File: src/rtl/swap_pair_driver.sv
// swap_pair_driver: pairs an incoming byte stream into reg1/reg2 for a register_swap unit.
// It waits SWAP_LATENCY edges, captures the swapped results and streams them back out
// as two bytes.
// Optional feature: define SWAP_CHECK_EN to build the swap-mismatch comparator behind `err`.
module swap_pair_driver #(
  parameter int unsigned SWAP_LATENCY = 1
) (
  input  logic       clk,
  input  logic       rst_n,
  input  logic [7:0] in_data,
  input  logic       in_valid,
  output logic       in_ready,
  output logic [7:0] reg1,
  output logic [7:0] reg2,
  input  logic [7:0] reg1_out,
  input  logic [7:0] reg2_out,
  output logic [7:0] out_data,
  output logic       out_valid,
  input  logic       out_ready,
  output logic [7:0] pair_cnt,
  output logic       err
);

  localparam int unsigned CntW = 4;

  typedef enum logic [2:0] {
    StIdleA,
    StWaitB,
    StLaunch,
    StSend1,
    StSend2
  } state_e;

  state_e            state_q, state_d;
  logic [7:0]        hold_q, hold_d;
  logic [7:0]        reg1_q, reg1_d;
  logic [7:0]        reg2_q, reg2_d;
  logic [7:0]        cap2_q, cap2_d;
  logic [7:0]        out_data_q, out_data_d;
  logic [7:0]        pair_cnt_q, pair_cnt_d;
  logic [CntW-1:0]   cnt_q, cnt_d;
  logic              accept_in;
  logic              capture;

  // Handshake flags are pure decodes of the registered state.
  assign in_ready  = (state_q == StIdleA) || (state_q == StWaitB);
  assign out_valid = (state_q == StSend1) || (state_q == StSend2);
  assign accept_in = in_valid && in_ready;
  assign capture   = (state_q == StLaunch) && (cnt_q == '0);

  assign reg1     = reg1_q;
  assign reg2     = reg2_q;
  assign out_data = out_data_q;
  assign pair_cnt = pair_cnt_q;

  // Next-state and datapath updates for the pair sequencer.
  always_comb begin
    state_d    = state_q;
    hold_d     = hold_q;
    reg1_d     = reg1_q;
    reg2_d     = reg2_q;
    cap2_d     = cap2_q;
    out_data_d = out_data_q;
    pair_cnt_d = pair_cnt_q;
    cnt_d      = cnt_q;
    unique case (state_q)
      StIdleA: begin
        if (accept_in) begin
          hold_d  = in_data;
          state_d = StWaitB;
        end
      end
      StWaitB: begin
        if (accept_in) begin
          reg1_d  = hold_q;
          reg2_d  = in_data;
          cnt_d   = CntW'(SWAP_LATENCY);
          state_d = StLaunch;
        end
      end
      StLaunch: begin
        if (capture) begin
          // out_data doubles as the first capture register (cap1).
          out_data_d = reg1_out;
          cap2_d     = reg2_out;
          state_d    = StSend1;
        end else begin
          cnt_d = cnt_q - 1'b1;
        end
      end
      StSend1: begin
        if (out_ready) begin
          out_data_d = cap2_q;
          state_d    = StSend2;
        end
      end
      StSend2: begin
        if (out_ready) begin
          pair_cnt_d = pair_cnt_q + 8'd1;
          state_d    = StIdleA;
        end
      end
      default: state_d = StIdleA;
    endcase
  end

  // State and datapath registers; reset drops any partial or in-flight pair.
  always_ff @(posedge clk or negedge rst_n) begin
    if (!rst_n) begin
      state_q    <= StIdleA;
      hold_q     <= '0;
      reg1_q     <= '0;
      reg2_q     <= '0;
      cap2_q     <= '0;
      out_data_q <= '0;
      pair_cnt_q <= '0;
      cnt_q      <= '0;
    end else begin
      state_q    <= state_d;
      hold_q     <= hold_d;
      reg1_q     <= reg1_d;
      reg2_q     <= reg2_d;
      cap2_q     <= cap2_d;
      out_data_q <= out_data_d;
      pair_cnt_q <= pair_cnt_d;
      cnt_q      <= cnt_d;
    end
  end

`ifdef SWAP_CHECK_EN
  logic err_q, err_d;
  logic mismatch;

  assign mismatch = (reg1_out != reg2_q) || (reg2_out != reg1_q);

  // Sticky flag: set on a capture whose results are not the swapped launch values.
  always_comb begin
    err_d = err_q;
    if (capture && mismatch) begin
      err_d = 1'b1;
    end
  end

  // Error flag register, cleared only by reset.
  always_ff @(posedge clk or negedge rst_n) begin
    if (!rst_n) begin
      err_q <= 1'b0;
    end else begin
      err_q <= err_d;
    end
  end

  assign err = err_q;
`else
  assign err = 1'b0;
`endif

endmodule

File: config.mk
export PLATFORM = sky130hd
export DESIGN_NAME = swap_pair_driver
export DESIGN_NICKNAME = d
export VERILOG_FILES = /design/src/rtl/swap_pair_driver.sv
export SDC_FILE = /design/constraint.sdc
export NUM_CORES = 1
export LEC_CHECK = 0
export CORE_ASPECT_RATIO = 0.5
export CORE_MARGIN = 5
export CORE_UTILIZATION = 52
export CTS_CLUSTER_SIZE = 24
export DETAILED_ROUTE_END_ITERATION = 8
export PLACE_DENSITY = 0.94
export RECOVER_POWER = 50
export SLEW_MARGIN = 0
export SYNTH_ARGS = -nofsm -noshare
export SYNTH_HDL_FRONTEND = slang
export SYNTH_SLANG_ARGS = --single-unit
File: constraint.sdc
create_clock -name clk -period 4.3 [get_ports clk]
set_input_delay 1.29 -clock clk [delete_from_list [all_inputs] [get_ports clk]]
set_output_delay 1.29 -clock clk [all_outputs]
set_load 0.05 [all_outputs]
==> results of run 1 <==
==> flip-flops by register name (all words and copies together) (netlist names) <==
| register | count |
|---|---|
| state_q | 3 |
| pair_cnt | 8 |
| reg2 | 8 |
| reg1 | 8 |
| out_data | 8 |
| hold_q | 8 |
| cnt_q | 4 |
| cap2_q | 8 |
==> where the power goes <==
group          switching [W]  total [W]  internal (W)  leakage [nW]
Clock               0.000163   0.000334      0.000170        0.0502
Sequential          0.000184   0.000933      0.000750         0.665
Combinational       0.000804    0.00137      0.000562         0.580
Total                0.00115    0.00263       0.00148          1.29
==> cells in the final DEF (no fill, tap or decap), types with 2 or more instances in the layout <==
master and n:
sky130_fd_sc_hd__a311oi_1 2, sky130_fd_sc_hd__buf_4 2, sky130_fd_sc_hd__clkbuf_8 5, sky130_fd_sc_hd__clkdlybuf4s50_1 58, sky130_fd_sc_hd__dfrtp_1 55, sky130_fd_sc_hd__dlygate4sd3_1 2, sky130_fd_sc_hd__ha_1 2, sky130_fd_sc_hd__inv_1 4
sky130_fd_sc_hd__mux2_2 32, sky130_fd_sc_hd__nand2_1 7, sky130_fd_sc_hd__nand2b_1 4, sky130_fd_sc_hd__nand4_1 3, sky130_fd_sc_hd__nor2_1 4, sky130_fd_sc_hd__nor3_1 2, sky130_fd_sc_hd__nor3b_1 2, sky130_fd_sc_hd__o211ai_1 2
sky130_fd_sc_hd__o21a_1 8, sky130_fd_sc_hd__o21ai_0 3, sky130_fd_sc_hd__o32a_1 8, sky130_fd_sc_hd__xnor2_1 4, sky130_fd_sc_hd__xor2_1 4
==> stage by stage <==
step	util	hold slack (ns)	cells	power, W	worst slack [ns]
6_report	0.713	0.485	294	0.00263	0.923
5_1_grt	0.713	0.516	294	0.00278	0.842
4_1_cts	0.713	0.496	294	0.00266	0.927
3_5_place_dp	0.689	0.478	287	0.00232	1.10
3_3_place_gp	0.689	0.457	287	0.00225	1.20
2_1_floorplan	-	0.475	176	0.00187	1.76
==> final cells by class <==
cell class | count | area share
Clock buffer | 5 | 0.0219
Clock inverter | 2 | 0.0120
Inverter | 4 | 0.00478
Multi-Input combinational cell | 108 | 0.303
Sequential cell | 55 | 0.438
Tap cell | 57 | 0.0227
Timing Repair Buffer | 63 | 0.197
==> logic make-up (layout without fill, tap and decap cells) <==
family	Yosys count	count (layout)	share of synthesized area
flops	55	55	0.579
buf+inv	13	74	0.0279
other cells	1	1	0.00158
compound gates	31	31	0.109
fa+ha+maj	2	2	0.0105
simple gates	34	34	0.0915
xor+xnor	8	8	0.0295
mux	32	32	0.152
==> routing by layer <==
metal | part of all wire | up-vias | wire length (um) | GRT usage
met5 | 0 | - | 0 | 0
li1 | - | 763 | - | -
met2 | 0.52 | 47 | 2610 | 0.314
met4 | 0.018 | 0 | 93 | 0.0683
met3 | 0.050 | 11 | 254 | 0.0512
met1 | 0.42 | 823 | 2100 | 0.218
==> worst max-delay path: stages, from the launching register on <==
cell,delay [ns]
sky130_fd_sc_hd__dfrtp_1,0.58
sky130_fd_sc_hd__nor2_1,0.19
sky130_fd_sc_hd__nand2_1,0.09
sky130_fd_sc_hd__nand2_1,0.11
sky130_fd_sc_hd__clkdlybuf4s50_1,0.81
==> worst max-delay path by stage <==
stage          startpoint         to  slack (ns)  cells after the start
2_1_floorplan  state_q[1]   in_ready        1.76                      2
3_3_place_gp     in_valid  hold_q[3]        1.20                      3
3_5_place_dp     in_valid  hold_q[3]        1.10                      3
4_1_cts        state_q[1]  out_valid        0.93                      4
5_1_grt        state_q[1]  out_valid        0.84                      4
6_report       state_q[1]  out_valid        0.92                      4
==> results by group, run 1 <==
Outcome
  – Status: finished, final reports clean

Power
  – Power density normalized to cell area: 839 mW/mm2
  – Worst ir drop on vdd: about 0.52 mV
  – Static leakage: 1.29 nW

Synth
  – Commonest cells in the synthesized netlist: sky130_fd_sc_hd__dfrtp_1, sky130_fd_sc_hd__mux2_2, sky130_fd_sc_hd__o21a_1, sky130_fd_sc_hd__o32a_1, sky130_fd_sc_hd__nand2_1
  – Share of synthesized registers carrying an async set or reset: 1.00
  – Seq cells post-synth: 55
  – Post-Syn Instances: roughly 180
  – Post-synth EDFFs: 0
  – Sequential area share after synthesis: 0.579
  – Cell area after synthesis: between 0.002 and 0.0025 mm2
  – Netlist cell types: 41
  – Mean cell area of the mapped netlist: around 14 um2
  – Most used standard cell by instance count after synthesis: sky130_fd_sc_hd__dfrtp_1
  – Leading cell types by total area after synthesis: sky130_fd_sc_hd__dfrtp_1, sky130_fd_sc_hd__mux2_2, sky130_fd_sc_hd__o32a_1
  – Most used flip-flop cell after synthesis: sky130_fd_sc_hd__dfrtp_1
  – Dominant cell type by area after synthesis: sky130_fd_sc_hd__dfrtp_1
  – Warnings from Yosys: 0
  – Net count after synthesis: 206
  – Top cell type's share of synthesized area: 0.579

Global route
  – Total routing usage reported by global routing: 0.180
  – Via count of the first global-routing pass: 1803
  – Global-route congestion overflow total: 0
  – Number of antenna violations at the first check in global routing: 0
  – Maximum number of pins on one net before global-route repair: 32
  – Global-route wire length before repair: 8810 um

Timing
  – Ratio of final minimum period to clock period: 0.785
  – Setup skew after layout: 0.0123 ns
  – Number of hold violations in the final report: 0
  – Final critical path time including I/O delays and setup: 3.38 ns
  – Slew Limit Headroom: 0.158
  – Setup repair after global routing missed its margin: no
  – Total count of max-transition violations in the final report: 0
  – Highest Clock Rate: 296 MHz
  – Number of failing setup endpoints in the final timing report: 0
  – Post-Route Setup TNS: 0 ns
  – Worst Tran Pin Value: 1.26 ns

Clock network
  – Cell chosen for the clock root: sky130_fd_sc_hd__clkbuf_8
  – Post-CTS setup buffers: 0
  – CTS clock-pin slew for the worst setup and hold paths: about 0.1 ns
  – Source-to-sink clock delay at the later pin of the worst-skew pair: 0.31 ns
  – TritonCTS clock tree: yes
  – # H-tree levels: 2
  – TritonCTS buffer count: 5
  – Gates resized, CTS repair: 0
  – Hold_buf cts: 0
  – Maximum clock path buffer count: 2
  – CTS sink count: 55

Worst setup path
  – Worst path required time: around 3.0 ns
  – Path type of the worst setup path: flop to output port
  – Depth of the most critical reg-to-reg path: 3
  – CP Capture Type: output port
  – Data arrival time of the worst path: 2.09 ns
  – Startpoint of the most critical register-to-register path: state_q[0]
  – Critical Path Start Type: flop
  – Reg2Reg Capture Point: cap2_q[6]
  – Critical Path Fanout Max: 16
  – R2r setup slk: between 2 and 2.5 ns

Routing
  – Wire length reported by the detailed router: 5060 um
  – Detailed-route via count: about 1600
  – Via density: 5.59
  – Detailed Routing Iterations Pass 1: 4
  – Iteration-0 DRC Markers: 45
  – Post-route DRC: 0
  – Post-detailed-route wirelength per cell: between 15 and 20 um
  – Remaining antenna violation count: 0

Final layout
  – Fraction of layout cells with a size suffix above 1: 0.190
  – Antenna fix cells: 0
  – Sequential Area: 0.00138 mm2
  – Total area of multi-input combinational cells: 951 um2
  – # nets final: 267
  – Synth-to-Final Area Change: 32.0%
  – Fill cell count: 300
  – Post-route cell area: ~0.0031 mm2

Hold path
  – Hold path start: pair_cnt[7]
  – Terminating pin of the worst hold path: pair_cnt[7]
  – Worst hold-check path type: flop to flop
  – Worst hold stages: 1

Die
  – Vertical extent of the die: between 50 and 60 um
  – Initial Util: 0.540
  – Core box area: 0.00440 mm2
  – Total Die Area: 0.00611 mm2
  – IO Pins: 63
  – Overall die width: 106 um
  – Row cnt: 17

Placement
  – Detail Placement HPWL: 3710 um
  – Number of buffer cells added on primary ports: 61
  – Last weighted congestion value of the routability-driven placer: 0.759
  – Placement-stage cell area: 0.00303 mm2

Flow run
  – Number of violations of the max-capacitance limit: 0
No activity file was read; power rests on OpenSTA's default activity.
==> run 2: changes to the inputs <==
--- a/config.mk
+++ b/config.mk
@@ -7,10 +7,10 @@
 export LEC_CHECK = 0
 export CORE_ASPECT_RATIO = 0.5
 export CORE_MARGIN = 5
-export CORE_UTILIZATION = 52
+export CORE_UTILIZATION = 43
 export CTS_CLUSTER_SIZE = 24
 export DETAILED_ROUTE_END_ITERATION = 8
-export PLACE_DENSITY = 0.94
+export PLACE_DENSITY = 0.84
 export RECOVER_POWER = 50
 export SLEW_MARGIN = 0
 export SYNTH_ARGS = -nofsm -noshare
==> constraint.sdc (replaced) <==
create_clock -name clk -period 2.7 [get_ports clk]
set_input_delay 0.81 -clock clk [delete_from_list [all_inputs] [get_ports clk]]
set_output_delay 0.81 -clock clk [all_outputs]
set_load 0.05 [all_outputs]
==> run 2 against run 1 <==
Against the previous run:
- utilization is 13 points lower
- critical endpoint is now pair_cnt[3]
- clock power is 43% higher
- highest routed layer unchanged
- cell count is 6.8% higher
- clock skew is 0.0036 ns lower
==> results by group, run 2 (synthesis results as in run 1) <==
Clock network
  – # H-tree levels: 2 (unchanged)
  – Hold_buf cts: 0 (unchanged)
  – Cell chosen for the clock root: sky130_fd_sc_hd__clkbuf_8 (unchanged)
  – TritonCTS clock tree: yes (unchanged)
  – CTS clock-pin slew for the worst setup and hold paths: 0.10 ns (about the same)
  – Gates resized, CTS repair: 0 (unchanged)
  – CTS sink count: 55 (unchanged)
  – TritonCTS buffer count: 5 (unchanged)
  – Maximum clock path buffer count: 2 (unchanged)
  – Post-CTS setup buffers: 0 (unchanged)
  – Source-to-sink clock delay at the later pin of the worst-skew pair: 0.32 ns (was 0.31 ns)

Power
  – Power density normalized to cell area: 1310 mW/mm2 (was 839 mW/mm2)
  – Worst ir drop on vdd: 0.549 mV (was 0.523 mV)
  – Static leakage: 1.31 nW (was 1.29 nW)

Timing
  – Total count of max-transition violations in the final report: 0 (unchanged)
  – Number of hold violations in the final report: 0 (unchanged)
  – Final critical path time including I/O delays and setup: 2.42 ns
  – Setup skew after layout: 0.00863 ns (was 0.0123 ns)
  – Slew Limit Headroom: 0.115 (was 0.158)
  – Ratio of final minimum period to clock period: 0.897
  – Number of failing setup endpoints in the final timing report: 0 (unchanged)
  – Worst Tran Pin Value: 1.33 ns (was 1.26 ns)
  – Setup repair after global routing missed its margin: no (unchanged)
  – Highest Clock Rate: slightly above 400 MHz
  – Post-Route Setup TNS: 0 ns (unchanged)

Die
  – Core box area: 0.00542 mm2 (was 0.00440 mm2)
  – Vertical extent of the die: 62.6 um (was 57.8 um)
  – Overall die width: 115 um (was 106 um)
  – Initial Util: 0.439 (was 0.540)
  – Total Die Area: 0.00721 mm2 (was 0.00611 mm2)
  – IO Pins: 63 (unchanged)
  – Row cnt: 19 (was 17)

Routing
  – Detailed Routing Iterations Pass 1: 4 (unchanged)
  – Detailed-route via count: 1652 (was 1644)
  – Post-route DRC: 0 (unchanged)
  – Wire length reported by the detailed router: 5040 um (was 5060 um)
  – Via density: 5.26 (was 5.59)
  – Post-detailed-route wirelength per cell: 16.0 um (was 17.2 um)
  – Remaining antenna violation count: 0 (unchanged)
  – Iteration-0 DRC Markers: 44 (was 45)

Outcome
  – Status: finished, final reports clean (unchanged)

Global route
  – Global-route wire length before repair: 8740 um (was 8810 um)
  – Total routing usage reported by global routing: 0.150 (was 0.180)
  – Global-route congestion overflow total: 0 (unchanged)
  – Via count of the first global-routing pass: 1707 (was 1803)
  – Number of antenna violations at the first check in global routing: 0 (unchanged)
  – Maximum number of pins on one net before global-route repair: 56 (was 32)

Worst setup path
  – Critical Path Slowest Stage Cell: sky130_fd_sc_hd__clkdlybuf4s50_1 (unchanged)
  – Critical Path Fanout Max: 6 (was 16)
  – Crit path largest cell delay: 0.84 ns (was 0.81 ns)
  – CP Capture Type: output port (unchanged)
  – Gate family responsible for the most delay along the worst path: buffers and inverters (unchanged)
  – Buffers plus inverters on the worst setup path: 1 (unchanged)
  – Data arrival time of the worst path: 1.61 ns (was 2.09 ns)
  – Critical Path Start Type: flop (unchanged)
  – Path type of the worst setup path: flop to output port (unchanged)
  – Worst path cell trace: clkdlybuf4s50_1 (was nor2_1 > nand2_1 > nand2_1 > clkdlybuf4s50_1)
  – Worst path required time: 1.89 ns (was 3.01 ns)

Placement
  – Detail Placement HPWL: 3630 um (was 3710 um)
  – Number of buffer cells added on primary ports: 61 (unchanged)
  – Last weighted congestion value of the routability-driven placer: 0.753 (was 0.759)

Final layout
  – Fill cell count: 430 (was 300)
  – Commonest cells after routing, fill and taps aside: sky130_fd_sc_hd__clkdlybuf4s50_1, sky130_fd_sc_hd__dfrtp_1, sky130_fd_sc_hd__mux2_2 (unchanged)
  – Synth-to-Final Area Change: 33.2% (was 32.0%)
  – Final standard cell utilization of the core: 0.584 (was 0.713)
  – # nets final: 270 (was 267)
  – Antenna fix cells: 0 (unchanged)
  – Commonest non-fill, non-tap cell in the layout: sky130_fd_sc_hd__clkdlybuf4s50_1 (unchanged)
  – Fraction of layout cells with a size suffix above 1: 0.207 (was 0.190)

Hold path
  – Worst hold-check path type: flop to flop (unchanged)

Flow run
  – Number of violations of the max-capacitance limit: 0 (unchanged)
[run 2: cell types whose count changed in the layout (fill, tap and decap cells not counted), sizes merged]
| cell | before | now |
|---|---|---|
| buf | 2 | 6 |
| bufinv | 1 | 0 |
| clkbuf | 6 | 7 |
| clkdlybuf4s50 | 58 | 56 |
| clkinv | 0 | 1 |
| inv | 4 | 5 |
[run 2: worst paths after layout]
path	from	to	slack, ns	depth (start not counted)
min reg2reg	pair_cnt[7]	pair_cnt[7]	0.48	1
min in group asynchronous	rst_n	reg2[4]	0.87	2
max reg2reg	cnt_q[0]	cap2_q[2]	0.69	5
max	pair_cnt[3]	pair_cnt[3]	0.28	1
max in group asynchronous	rst_n	reg2[2]	1.03	2
min	pair_cnt[7]	pair_cnt[7]	0.48	1
[run 2: area by class of cell]
type / count / area, um2 / share of cell area
repair buffers: 66 / 644 / 0.203
flip-flops and latches: 55 / 1380 / 0.434
inverters: 4 / 15.0 / 0.00474
well taps: 73 / 91.3 / 0.0288
multi-input cells: 108 / 945 / 0.298
clock buffers: 5 / 68.8 / 0.0217
clock inverters: 3 / 27.5 / 0.00869
[run 2: stage by stage]
step	hold WS (ns)	worst slack (ns)	std cells	instance area, um2	power [W]
final	0.479	0.279	314	3170	0.00414
after global routing	0.498	0.214	314	3170	0.00439
after CTS	0.482	0.262	314	3180	0.00419
after detailed placement	0.463	0.249	306	3080	0.00370
after global placement	0.461	0.310	306	3080	0.00362
after floorplan	0.475	0.639	176	2380	0.00298
[run 2: power by group]
part	switching, W	total (W)	internal (W)
clock	0.000286	0.000477	0.000191
sequential	0.000289	0.00148	0.00119
combinational	0.00127	0.00218	0.000911
[run 2: layer usage]
metal,GRT usage,vias up,part of all wire
li1,-,778,-
met1,0.196,829,0.43
met2,0.250,41,0.52
met3,0.0397,4,0.044
met4,0.0351,0,0.0056
met5,0,-,0
==> run 3: changes to the inputs <==
--- a/config.mk
+++ b/config.mk
@@ -12,6 +12,7 @@
 export DETAILED_ROUTE_END_ITERATION = 8
 export PLACE_DENSITY = 0.84
 export RECOVER_POWER = 50
+export REMOVE_ABC_BUFFERS = 1
 export SLEW_MARGIN = 0
 export SYNTH_ARGS = -nofsm -noshare
 export SYNTH_HDL_FRONTEND = slang
==> run 3 against run 2 <==
Against the previous run:
- count of clock-buffer cells in the layout increased by 1
- fmax decreased by 0.57%
- non-clock buffer count increased by 2
- wire length increased by 3.3%
- utilization increased by 0.44 points
- sequential power decreased by 3%
- worst hold slack improved by 0.0094 ns
- clock power increased by 3%
- via count decreased by 1.0%
- die area unchanged
- final area increased by 0.75%
- power increased by 1.3%
- highest routed layer unchanged
==> results by group, run 3 (synthesis results as in run 1) <==
Timing
  – Highest Clock Rate: 411 MHz (was 413 MHz)
  – Worst Tran Pin Value: 1.28 ns (was 1.33 ns)
  – Post-Route Hold Slack: 0.488 ns (was 0.479 ns)
  – Setup repair after global routing missed its margin: no (unchanged)
  – Final critical path time including I/O delays and setup: 2.43 ns (was 2.42 ns)
  – Number of failing setup endpoints in the final timing report: 0 (unchanged)
  – Ratio of final minimum period to clock period: 0.902 (was 0.897)
  – Worst setup slack after layout: 0.265 ns (was 0.279 ns)
  – Total count of max-transition violations in the final report: 0 (unchanged)
  – Post-Route Setup TNS: 0 ns (unchanged)
  – Slew Limit Headroom: 0.149 (was 0.115)
  – Number of hold violations in the final report: 0 (unchanged)
  – Setup skew after layout: 0.00998 ns (was 0.00863 ns)

Flow run
  – Number of violations of the max-capacitance limit: 0 (unchanged)

Die
  – Overall die width: 115 um (unchanged)
  – Row cnt: 19 (unchanged)
  – Core box area: 0.00542 mm2 (unchanged)
  – Total Die Area: 0.00721 mm2 (unchanged)
  – Initial Util: 0.439 (unchanged)
  – Vertical extent of the die: 62.6 um (unchanged)
  – IO Pins: 63 (unchanged)

Routing
  – Via density: 5.17 (was 5.26)
  – Remaining antenna violation count: 0 (unchanged)
  – Iteration-0 DRC Markers: 83 (was 44)
  – Detailed-route via count: 1635 (was 1652)
  – Post-detailed-route wirelength per cell: 16.5 um (was 16.0 um)
  – Detailed Routing Iterations Pass 1: 4 (unchanged)
  – Wire length reported by the detailed router: 5200 um (was 5040 um)
  – Post-route DRC: 0 (unchanged)

Clock network
  – Hold_buf cts: 0 (unchanged)
  – Post-CTS setup buffers: 0 (unchanged)
  – CTS clock-pin slew for the worst setup and hold paths: 0.10 ns (about the same)
  – CTS sink count: 55 (unchanged)
  – TritonCTS clock tree: yes (unchanged)
  – Gates resized, CTS repair: 0 (unchanged)
  – Cell chosen for the clock root: sky130_fd_sc_hd__clkbuf_8 (unchanged)
  – Maximum clock path buffer count: 2 (unchanged)
  – # H-tree levels: 2 (unchanged)
  – Source-to-sink clock delay at the later pin of the worst-skew pair: 0.32 ns (about the same)
  – TritonCTS buffer count: 5 (unchanged)

Worst setup path
  – Startpoint of the most critical register-to-register path: cnt_q[0] (unchanged)
  – Critical Path Slowest Stage Cell: sky130_fd_sc_hd__clkdlybuf4s50_1 (unchanged)
  – CP Capture Type: output port (unchanged)
  – Launch point of the worst path: state_q[1] (was pair_cnt[3])
  – Worst path cell trace: nor2_1 > clkdlybuf4s50_1 (was clkdlybuf4s50_1)
  – Critical Path Fanout Max: 2 (was 6)
  – Reg2Reg Capture Point: out_data[7] (was cap2_q[2])
  – Critical Path Start Type: flop (unchanged)
  – Worst path required time: 1.89 ns (about the same)
  – Crit path largest cell delay: 0.82 ns (was 0.84 ns)
  – Depth of the most critical reg-to-reg path: 5 (unchanged)
  – Data arrival time of the worst path: 1.62 ns (was 1.61 ns)
  – R2r setup slk: 0.71 ns (was 0.69 ns)
  – Path type of the worst setup path: flop to output port (unchanged)

Placement
  – Last weighted congestion value of the routability-driven placer: 0.727 (was 0.753)
  – Detail Placement HPWL: 3780 um (was 3630 um)
  – Place WS: 0.258 ns (was 0.249 ns)
  – Number of placed instances with taps included: 308 (was 306)
  – Number of buffer cells added on primary ports: 61 (unchanged)

Global route
  – Global-route wire length before repair: 8820 um (was 8740 um)
  – Number of antenna violations at the first check in global routing: 0 (unchanged)
  – Maximum number of pins on one net before global-route repair: 56 (unchanged)
  – Global-route congestion overflow total: 0 (unchanged)
  – Total routing usage reported by global routing: 0.156 (was 0.150)
  – Via count of the first global-routing pass: 1704 (was 1707)

Final layout
  – Commonest non-fill, non-tap cell in the layout: sky130_fd_sc_hd__clkdlybuf4s50_1 (unchanged)
  – Antenna fix cells: 0 (unchanged)
  – Synth-to-Final Area Change: 34.2% (was 33.2%)
  – # nets final: 272 (was 270)
  – Fraction of layout cells with a size suffix above 1: 0.210 (was 0.207)
  – Commonest cells after routing, fill and taps aside: sky130_fd_sc_hd__clkdlybuf4s50_1, sky130_fd_sc_hd__dfrtp_1, sky130_fd_sc_hd__mux2_2 (unchanged)
  – Final Instance Count excl. Fillers: 316 (was 314)

Power
  – Worst ir drop on vdd: 0.634 mV (was 0.549 mV)
  – Static leakage: 1.32 nW (was 1.31 nW)
  – Overall power of the completed layout: 0.00419 W (was 0.00414 W)
  – Power density normalized to cell area: 1310 mW/mm2 (about the same)

Hold path
  – Terminating pin of the worst hold path: pair_cnt[7] (unchanged)
  – Worst hold-check path type: flop to flop (unchanged)
  – Worst hold stages: 1 (unchanged)
  – Hold path start: pair_cnt[7] (unchanged)

Outcome
  – Status: finished, final reports clean (unchanged)
==> run 3: changes by cell type in the layout (fill, tap and decap cells not counted), sizes merged <==
| cell | previous run | this run |
|---|---|---|
| clkbuf | 7 | 8 |
| buf | 6 | 7 |
| clkdlybuf4s50 | 56 | 57 |
| clkinvlp | 1 | 0 |
==> run 3: worst max path at each step <==
stage                           to  slack [ns]  cells after the start
after global routing      in_ready        0.18                      2
after detailed placement   reg1[5]        0.26                      4
after floorplan           cnt_q[1]       -0.47                      3
after CTS                 in_ready        0.26                      2
after global placement     reg2[7]        0.31                      4
final                     in_ready        0.27                      2
==> run 3: critical path, delay by kind of cell (launching register included) <==
| kind | cells | cell delay (ns) |
|---|---|---|
| and+or+nand+nor | 1 | 0.11 |
| DFF | 1 | 0.39 |
| buffers and inverters | 1 | 0.82 |
==> run 3: stage by stage <==
stage	cell area (um2)	utilization
after floorplan	2330	-
after global placement	3100	0.572
after detailed placement	3100	0.572
after CTS	3200	0.591
after global routing	3190	0.589
final	3190	0.589
==> run 3: cell type report <==
cell class / count / area (um2)
clock buffers: 6 / 82.6
clock inverters: 2 / 20.0
fillers: 435 / 2230
inverters: 4 / 15.0
multi-input cells: 108 / 945
flip-flops and latches: 55 / 1380
well taps: 73 / 91.3
repair buffers: 68 / 662
==> run 3: power breakdown <==
part / switching, W / internal (W)
registers: 0.000248 / 0.00120
logic: 0.00133 / 0.000931
clock network: 0.000275 / 0.000216
==> run 3: metal layers <==
| metal | track usage | vias up | part of all wire |
|---|---|---|---|
| met5 | 0 | - | 0 |
| li1 | - | 780 | - |
| met2 | 0.270 | 29 | 0.52 |
| met3 | 0.0377 | 6 | 0.037 |
| met1 | 0.187 | 820 | 0.42 |
| met4 | 0.0630 | 0 | 0.017 |
==> RTL edit (flow settings as in run 2) <==
Take the reset off `hold_q` and load it in a clocked block of its own.
--- a/src/rtl/swap_pair_driver.sv
+++ b/src/rtl/swap_pair_driver.sv
@@ -108,7 +108,6 @@
   always_ff @(posedge clk or negedge rst_n) begin
     if (!rst_n) begin
       state_q    <= StIdleA;
-      hold_q     <= '0;
       reg1_q     <= '0;
       reg2_q     <= '0;
       cap2_q     <= '0;
@@ -117,7 +116,6 @@
       cnt_q      <= '0;
     end else begin
       state_q    <= state_d;
-      hold_q     <= hold_d;
       reg1_q     <= reg1_d;
       reg2_q     <= reg2_d;
       cap2_q     <= cap2_d;
@@ -125,6 +123,10 @@
       pair_cnt_q <= pair_cnt_d;
       cnt_q      <= cnt_d;
     end
+  end
+
+  always_ff @(posedge clk) begin
+    hold_q <= hold_d;
   end
 
 `ifdef SWAP_CHECK_EN
Formal check against the unedited RTL: no difference found for any inputs over 10 cycles, from zero or initial values and one cycle with rst_n low; that may be too few to reach the edited logic, so the function may still have changed.
==> RTL edit against run 2 <==
Via count down 9.4%; setup slack got worse by 0.15 ns; sequential cell count did not move; routed wire length decreased by 8.6%; largest power group unchanged; total power decreased by 9.4%; first-iteration DRC count up 14%; largest cell class unchanged; synthesized area down 3.6%; final area down 3.6%; die area is 3.1% lower.
==> RTL edit: results (changes against run 2) <==
[power_and_ir_drop]
p_leak_nw = 1.25  ; -4.7%

[timing]
tightest_slew_ns = 1.25  ; -0.0731 ns

[cells_and_area]
finalNetCount = 259  ; -4.1%
post-route-util_pct = 60.5  ; +2.1 points
layout-drive-gt1-share_pct = 10.0  ; -11 points

[route]
wl_per_cell_um = 15.3  ; -4.4%
via_count = 1497  ; -9.4%
drt_wl_total_um = 4600  ; -8.6%

[placed_design]
dp_cells = 292  ; -4.6%
place_ws_ns = 0.305  ; +0.0556 ns
placed_cell_area_mm2 = 0.00299  ; -3.0%
gp_congestion = 0.786  ; +4.3%

[logic_synthesis]
synth-main-ff-cell = dfrtp_1
ys.warnings.count = 0  ; unchanged
syn_inst = 163  ; -7.4%
synthArstFlopShare_pct = 85.5  ; -15 points
synth_nets = 193  ; -6.3%
netlist_top_cells_area = dfrtp_1, mux2_1, edfxtp_1
synth_commonest_cells = dfrtp_1, mux2_1, nand2_1
yosysSeqAreaShare_pct = 61.8  ; +3.9 points

[clock_network]
insertion_delay_ns = 0.30  ; -0.02 ns

[grt]
track_usage_pct = 13.8  ; -1.2 points
grt_max_degree = 25  ; -55%
grt_pass1_vias = 1551  ; -9.1%
grt_pass1_wl_um = 7460  ; -15%

[hold_path]
hp-start = hold_q[6]$_DFFE_PP_

[run_status]
status = finished, final reports clean

[critical_path]
startpoint = state_q[2]$_DFFE_PN0P_

-- RTL edit: kinds of logic (layout without fill, tap and decap cells) --
kind of cell | after synthesis | in the layout | synth area share, %
adder cells (fa/ha/maj) | 2 | 2 | 1.09
AND/OR/NAND/NOR | 45 | 45 | 12.4
multiplexers | 26 | 26 | 12.7
other | 1 | 1 | 0.164
AO/OA/AOI/OAI | 16 | 16 | 6.76
flip-flops | 55 | 55 | 61.8
XOR/XNOR | 8 | 8 | 3.05
buffers and inverters | 10 | 77 | 2.13
-- RTL edit: worst paths after layout --
check | to | slack [ns] | cells past startpoint
max | in_ready | 0.13 | 2
min | reg1[6]$_DFFE_PN0P_ | 0.47 | 1
max reg2reg | out_data[6]$_DFFE_PN0P_ | 0.89 | 3
min reg2reg | reg1[6]$_DFFE_PN0P_ | 0.47 | 1
max in group asynchronous | pair_cnt[6]$_DFFE_PN0P_ | 0.70 | 2
min in group asynchronous | reg2[2]$_DFFE_PN0P_ | 0.75 | 1
-- RTL edit: critical path, stage by stage (launching register included) --
cell             delay, ns
dfrtp_1               0.52
nor2_1                0.14
clkdlybuf4s50_1       0.81
-- RTL edit: power by group --
part / switching (mW) / internal (mW) / total [mW]
combinational: 1.19 / 0.731 / 1.92
sequential: 0.223 / 1.18 / 1.40
clock: 0.251 / 0.178 / 0.429
total: 1.66 / 2.09 / 3.75
-- RTL edit: per-layer routing --
metal  wire (um)  vias up  global-route usage [%]
met4          63        0                    5.14
met2        2370       28                    25.1
met1        1970      747                    16.3
li1            -      715                       -
met5           0        -                       0
met3         200        7                    3.83
-- RTL edit: area by class of cell --
cell class / count / share of cell area (%)
clock buffers: 5 / 2.25
clock inverters: 3 / 0.492
inverters: 3 / 0.369
multi-input cells: 98 / 27.1
flip-flops and latches: 55 / 46.4
well taps: 70 / 2.87
repair buffers: 66 / 20.5
